<file path="config.mk">
export PLATFORM = sky130hd
export DESIGN_NAME = mem_dma_ctrl
export DESIGN_NICKNAME = d
export VERILOG_FILES = /design/src/rtl/mem_dma_ctrl.sv
export SDC_FILE = /design/constraint.sdc
export NUM_CORES = 1
export LEC_CHECK = 0
export CORE_ASPECT_RATIO = 0.8
export CORE_MARGIN = 3
export CORE_UTILIZATION = 36
export DETAILED_ROUTE_END_ITERATION = 8
export HOLD_SLACK_MARGIN = 0.03
export PLACE_DENSITY = 0.9
export RECOVER_POWER = 25
export SLEW_MARGIN = 15
export SYNTH_ARGS = -nofsm -noshare
export SYNTH_HDL_FRONTEND = slang
export SYNTH_SLANG_ARGS = --single-unit
export TNS_END_PERCENT = 10
</file>
<file path="constraint.sdc">
create_clock -name clk -period 2.38 [get_ports clk]
set_clock_uncertainty 0.15 [all_clocks]
set_input_delay 0.476 -clock clk [delete_from_list [all_inputs] [get_ports clk]]
set_output_delay 0.476 -clock clk [all_outputs]
set_load 0.01 [all_outputs]
</file>
<file path="src/rtl/mem_dma_ctrl.sv">
`default_nettype none
// ============================================================================
// Module      : mem_dma_ctrl
// Description : Word-copy DMA engine moving data from the shared dmem port
//               into imem, with strict CPU priority on the dmem port.
//               Ports:
//                 clk, rst             - clock, synchronous active-high reset
//                 cpu_req/we/addr/din  - CPU dmem access (passed straight through)
//                 cfg_start/src/dst/len, cfg_abort - copy launch and abort
//                 busy, done           - copy in progress, sticky completion
//                 dmem_en/we/addr/din, dmem_dout - shared dmem port
//                 imem_wea/addra/dina  - imem write port
// Revision    : 1.0 - initial release
// ============================================================================
module mem_dma_ctrl #(
  parameter int AW = 14
) (
  input  logic          clk,
  input  logic          rst,
  input  logic          cpu_req,
  input  logic [3:0]    cpu_we,
  input  logic [AW-1:0] cpu_addr,
  input  logic [31:0]   cpu_din,
  input  logic          cfg_start,
  input  logic [AW-1:0] cfg_src,
  input  logic [AW-1:0] cfg_dst,
  input  logic [AW-1:0] cfg_len,
  input  logic          cfg_abort,
  output logic          busy,
  output logic          done,
  output logic          dmem_en,
  output logic [3:0]    dmem_we,
  output logic [AW-1:0] dmem_addr,
  output logic [31:0]   dmem_din,
  input  logic [31:0]   dmem_dout,
  output logic [3:0]    imem_wea,
  output logic [AW-1:0] imem_addra,
  output logic [31:0]   imem_dina
);

  typedef enum logic [1:0] {
    S_IDLE  = 2'd0,
    S_READ  = 2'd1,
    S_WRITE = 2'd2
  } state_t;

  localparam logic [AW-1:0] C_ONE = AW'(1);

  state_t        r_state;
  state_t        w_state_nxt;
  logic [AW-1:0] r_src;
  logic [AW-1:0] r_dst;
  logic [AW-1:0] r_rem;
  logic          r_done;
  logic [AW-1:0] w_rem_dec;

  assign w_rem_dec = r_rem - C_ONE;
  assign busy      = (r_state != S_IDLE);
  assign done      = r_done;

  // State register and copy bookkeeping. Pointers wrap naturally at 2^AW.
  always_ff @(posedge clk) begin
    if (rst) begin
      r_state <= S_IDLE;
      r_src   <= '0;
      r_dst   <= '0;
      r_rem   <= '0;
      r_done  <= 1'b0;
    end else begin
      r_state <= w_state_nxt;
      case (r_state)
        S_IDLE: begin
          if (cfg_start && !cfg_abort) begin
            r_src  <= cfg_src;
            r_dst  <= cfg_dst;
            r_rem  <= cfg_len;
            // A zero-length copy completes immediately without touching memory.
            r_done <= (cfg_len == '0);
          end
        end
        S_WRITE: begin
          r_src <= r_src + C_ONE;
          r_dst <= r_dst + C_ONE;
          r_rem <= w_rem_dec;
          // An abort landing on the final write leaves done clear.
          if (!cfg_abort && (w_rem_dec == '0)) begin
            r_done <= 1'b1;
          end
        end
        default: ;
      endcase
    end
  end

  // Next-state logic.
  always_comb begin
    w_state_nxt = r_state;
    case (r_state)
      S_IDLE: begin
        if (cfg_start && !cfg_abort && (cfg_len != '0)) begin
          w_state_nxt = S_READ;
        end
      end
      S_READ: begin
        if (cfg_abort) begin
          w_state_nxt = S_IDLE;
        end else if (!cpu_req) begin
          w_state_nxt = S_WRITE;
        end
      end
      S_WRITE: begin
        if (cfg_abort || (w_rem_dec == '0)) begin
          w_state_nxt = S_IDLE;
        end else begin
          w_state_nxt = S_READ;
        end
      end
      default: w_state_nxt = S_IDLE;
    endcase
  end

  // Port muxing. The CPU owns dmem whenever it asks; the DMA read only goes
  // out when the port is free. The imem write uses the data returned for the
  // read issued in the preceding READ cycle, so it never needs the dmem port.
  always_comb begin
    dmem_en    = 1'b0;
    dmem_we    = 4'h0;
    dmem_addr  = '0;
    dmem_din   = 32'h0;
    imem_wea   = 4'h0;
    imem_addra = '0;
    imem_dina  = 32'h0;
    if (cpu_req) begin
      dmem_en   = 1'b1;
      dmem_we   = cpu_we;
      dmem_addr = cpu_addr;
      dmem_din  = cpu_din;
    end else if (r_state == S_READ) begin
      dmem_en   = 1'b1;
      dmem_addr = r_src;
    end
    if (r_state == S_WRITE) begin
      imem_wea   = 4'hF;
      imem_addra = r_dst;
      imem_dina  = dmem_dout;
    end
  end

endmodule
`default_nettype wire

</file>
==> flow_summary.toml <==
[setup_path]
worstSetupPathType = "register to output port"
path_cells = "nand2b_1 -> inv_2 -> buf_12 -> and2_1 -> clkdlybuf4s50_1"
worstReg2RegStart = "r_rem[0]$_SDFFE_PP0P_"
crit_path_start_kind = "register"
cp-end-kind = "output port"
arrival_ps = 1670
startpoint = "r_state[0]$_SDFFE_PP0P_"
crit_family = "buffers and inverters"
cpPeakStageDelay_ps = 530
crit_buf_inv = 3
cp.depth = 5
worstRegToRegCells = 7
worstPathMaxFanout = 19
cpMaxStageDelayCell = "clkdlybuf4s50_1"
worstPathRequired_ps = 1750

[synthesis]
yosys.area.top_type = "dfxtp_1"
async_flop_share_pct = 0
ys_types = 56
netlist_area_um2 = 3270
ys_warn_count = 0
synth_area_leaders = "dfxtp_1 28%, and2_1 16%, nor2_1 4.8%, nand2_1 4.0%, a21oi_1 3.8%"
synthFlopType = "dfxtp_1"
ys_seq_elements = 45
synth.net_count = 579
syn_inst = 446
ys_seq_area_share_pct = 27.5
synth_top_area_share_pct = 27.5
avgSynthCellArea_um2 = 7.34
synth_edf_count = 0
netlist_top_cells_count = "83 x and2_1, 45 x dfxtp_1, 42 x nor2_1"
synth.most_common_cell = "and2_1"

[clock_tree]
tritoncts = "yes"
root_buffer = "clkbuf_16"
numCtsBuffers = 5
postCtsHoldBufs = 0
cts_buffer_depth = 2
insertion_delay_ps = 280
clkSinkCount = 45
clk_pin_slew_ps = 60
cts-htree-levels = 2

[drt]
drc = 0
dr.pass1.iters = 7
wl_um = 13700
vias_per_cell = 5.50
drtIter0Drc = 296
vias = 4348
final_antenna_net_count = 0
wire_per_inst_um = 17.4

[global_routing]
grt-ovfl-total = 0
grt_max_degree = 56
grt_pass1_vias = 4354
met2_usage_pct = 45.0
grtUsageTotal_pct = 25.5
use_met1_pct = 32.1
busiest_layer = "met2"
grt_pass1_wl_um = 21700
grtUsageMet3_pct = 4.80
grt_antenna_before_repair = 0

[worst_hold_path]
worstHoldPathCells = 2
hold_path.class = "register to register"
min-delay-start = "r_dst[13]$_SDFFE_PP0P_"

[cells_and_area]
num_antenna_cells = 0
syn_to_final_growth_pct = 82.4
num-fill-cells = 726
drive_gt1_share_pct = 6.77
fin_nets = 811
fin_util_pct = 68.8

[power_and_ir_drop]
power_density_nw_per_um2 = 432
internal_power_w = 0.00184
pwr-share-seq_pct = 34.3
power_frac_clock_pct = 31.6
power_leakage_nw = 2.43
p_sw_w = 0.000740
total_power_w = 0.00258
comb_power_share_pct = 34.1
ir_drop_uv = 314
switching_share_pct = 28.7

[floorplan]
die_w_um = 113
initial_core_util_pct = 37.7
row_count = 30
fp.dieH_um = 91.3
dieArea_um2 = 10300
coreArea_um2 = 8670
pin_count = 232

[placement]
io_buffers = 231
dp_slack_ps = -225
gp_congestion = 0.934
dpl.hpwl_um = 10400

[sta]
slew_headroom_pct = 63.9
timing.final.ws_setup_ps = 87.7
final.min_clock_period_ps = 2290
hold_ws_ps = 335
fin_crit_sh_pct = 96.3
worstMarginPinSlew_ps = 536
finalMaxSlewViolations = 0
final_hold_viol_count = 0
max_freq_ghz = 0.436
setup_viol = 0
rsz0062_at_grt = "true"

[run]
max_cap_viol_count = 0

[status]
outcome = "completed"
worst min-delay path, delay by kind of cell, from the launching register on:
kind	cells	cell delay [ps]
AND/OR/NAND/NOR	1	70
flip-flops	1	320
AO/OA/AOI/OAI	1	50
kinds of logic (layout without fill, tap and decap cells):
family,after synthesis,count (layout),synth area share (%)
AND/OR/NAND/NOR,238,238,40.2
adder cells (fa/ha/maj),4,4,1.53
multiplexers,2,2,0.688
buffers and inverters,44,277,6.00
XOR/XNOR,4,4,1.07
AO/OA/AOI/OAI,109,109,23.0
flip-flops,45,45,27.5
layer usage:
layer  up-vias  share of wire [%]
met5         -                  0
met4         0                1.4
met3        21                8.2
met2       217                 50
met1      2035                 40
li1       2075                  -
power groups by stage:
stage / Clock (W) / Sequential, W / Combinational, W
after floorplan: 0 / 0.000874 / 0.000403
after global placement: 0 / 0.000889 / 0.000854
after detailed placement: 0 / 0.000895 / 0.000879
after CTS: 0.000827 / 0.000878 / 0.000888
after global routing: 0.000857 / 0.000890 / 0.000946
final: 0.000814 / 0.000883 / 0.000879
stage by stage:
step	std cells	area (um2)	TNS [ps]
final	791	5970	0
after global routing	791	5970	-14.8
after CTS	791	6000	-45.4
after detailed placement	781	5830	-9170
after global placement	781	5830	-7330
after floorplan	446	3270	0
state kept, by name, summed over array words and instances, names as in the netlist:
| signal | flops |
|---|---|
| done | 1 |
| r_dst | 14 |
| r_rem | 14 |
| r_src | 14 |
| r_state | 2 |
cell type report:
class | count | area [um2] | area share [%]
repair buffers | 261 | 2530 | 42.5
well taps | 112 | 140 | 2.35
inverters | 8 | 30.0 | 0.503
multi-input cells | 357 | 2190 | 36.6
flip-flops and latches | 45 | 902 | 15.1
clock inverters | 2 | 37.5 | 0.629
clock buffers | 6 | 139 | 2.33
placed cells by master (no fill, tap or decap), types with 7 or more instances in the layout:
cell type / instances
a211oi_1: 11
a21oi_1: 25
a22o_1: 14
a311oi_1: 7
and2_1: 83
buf_4: 14
clkdlybuf4s50_1: 180
dfxtp_1: 44
dlygate4sd2_1: 46
inv_1: 7
nand2_1: 35
nand3_1: 16
nor2_1: 41
nor3_1: 15
nor4_1: 17
o21ai_0: 22
worst paths after layout:
kind / slack, ps / to
max: 90 / imem_dina[0]
min: 330 / r_dst[13]$_SDFFE_PP0P_
max reg2reg: 220 / r_state[0]$_SDFFE_PP0P_
min reg2reg: 330 / r_dst[13]$_SDFFE_PP0P_
timing repair:
item / 4_1_cts / 5_1_grt
pin swaps: 1 / 0
buffers inserted: 0 / 0
resized for setup: 58 / 10
setup endpoints to repair: 90 / 46
cloned: 2 / 0
Note: power is estimated with default switching activity, not from simulation.
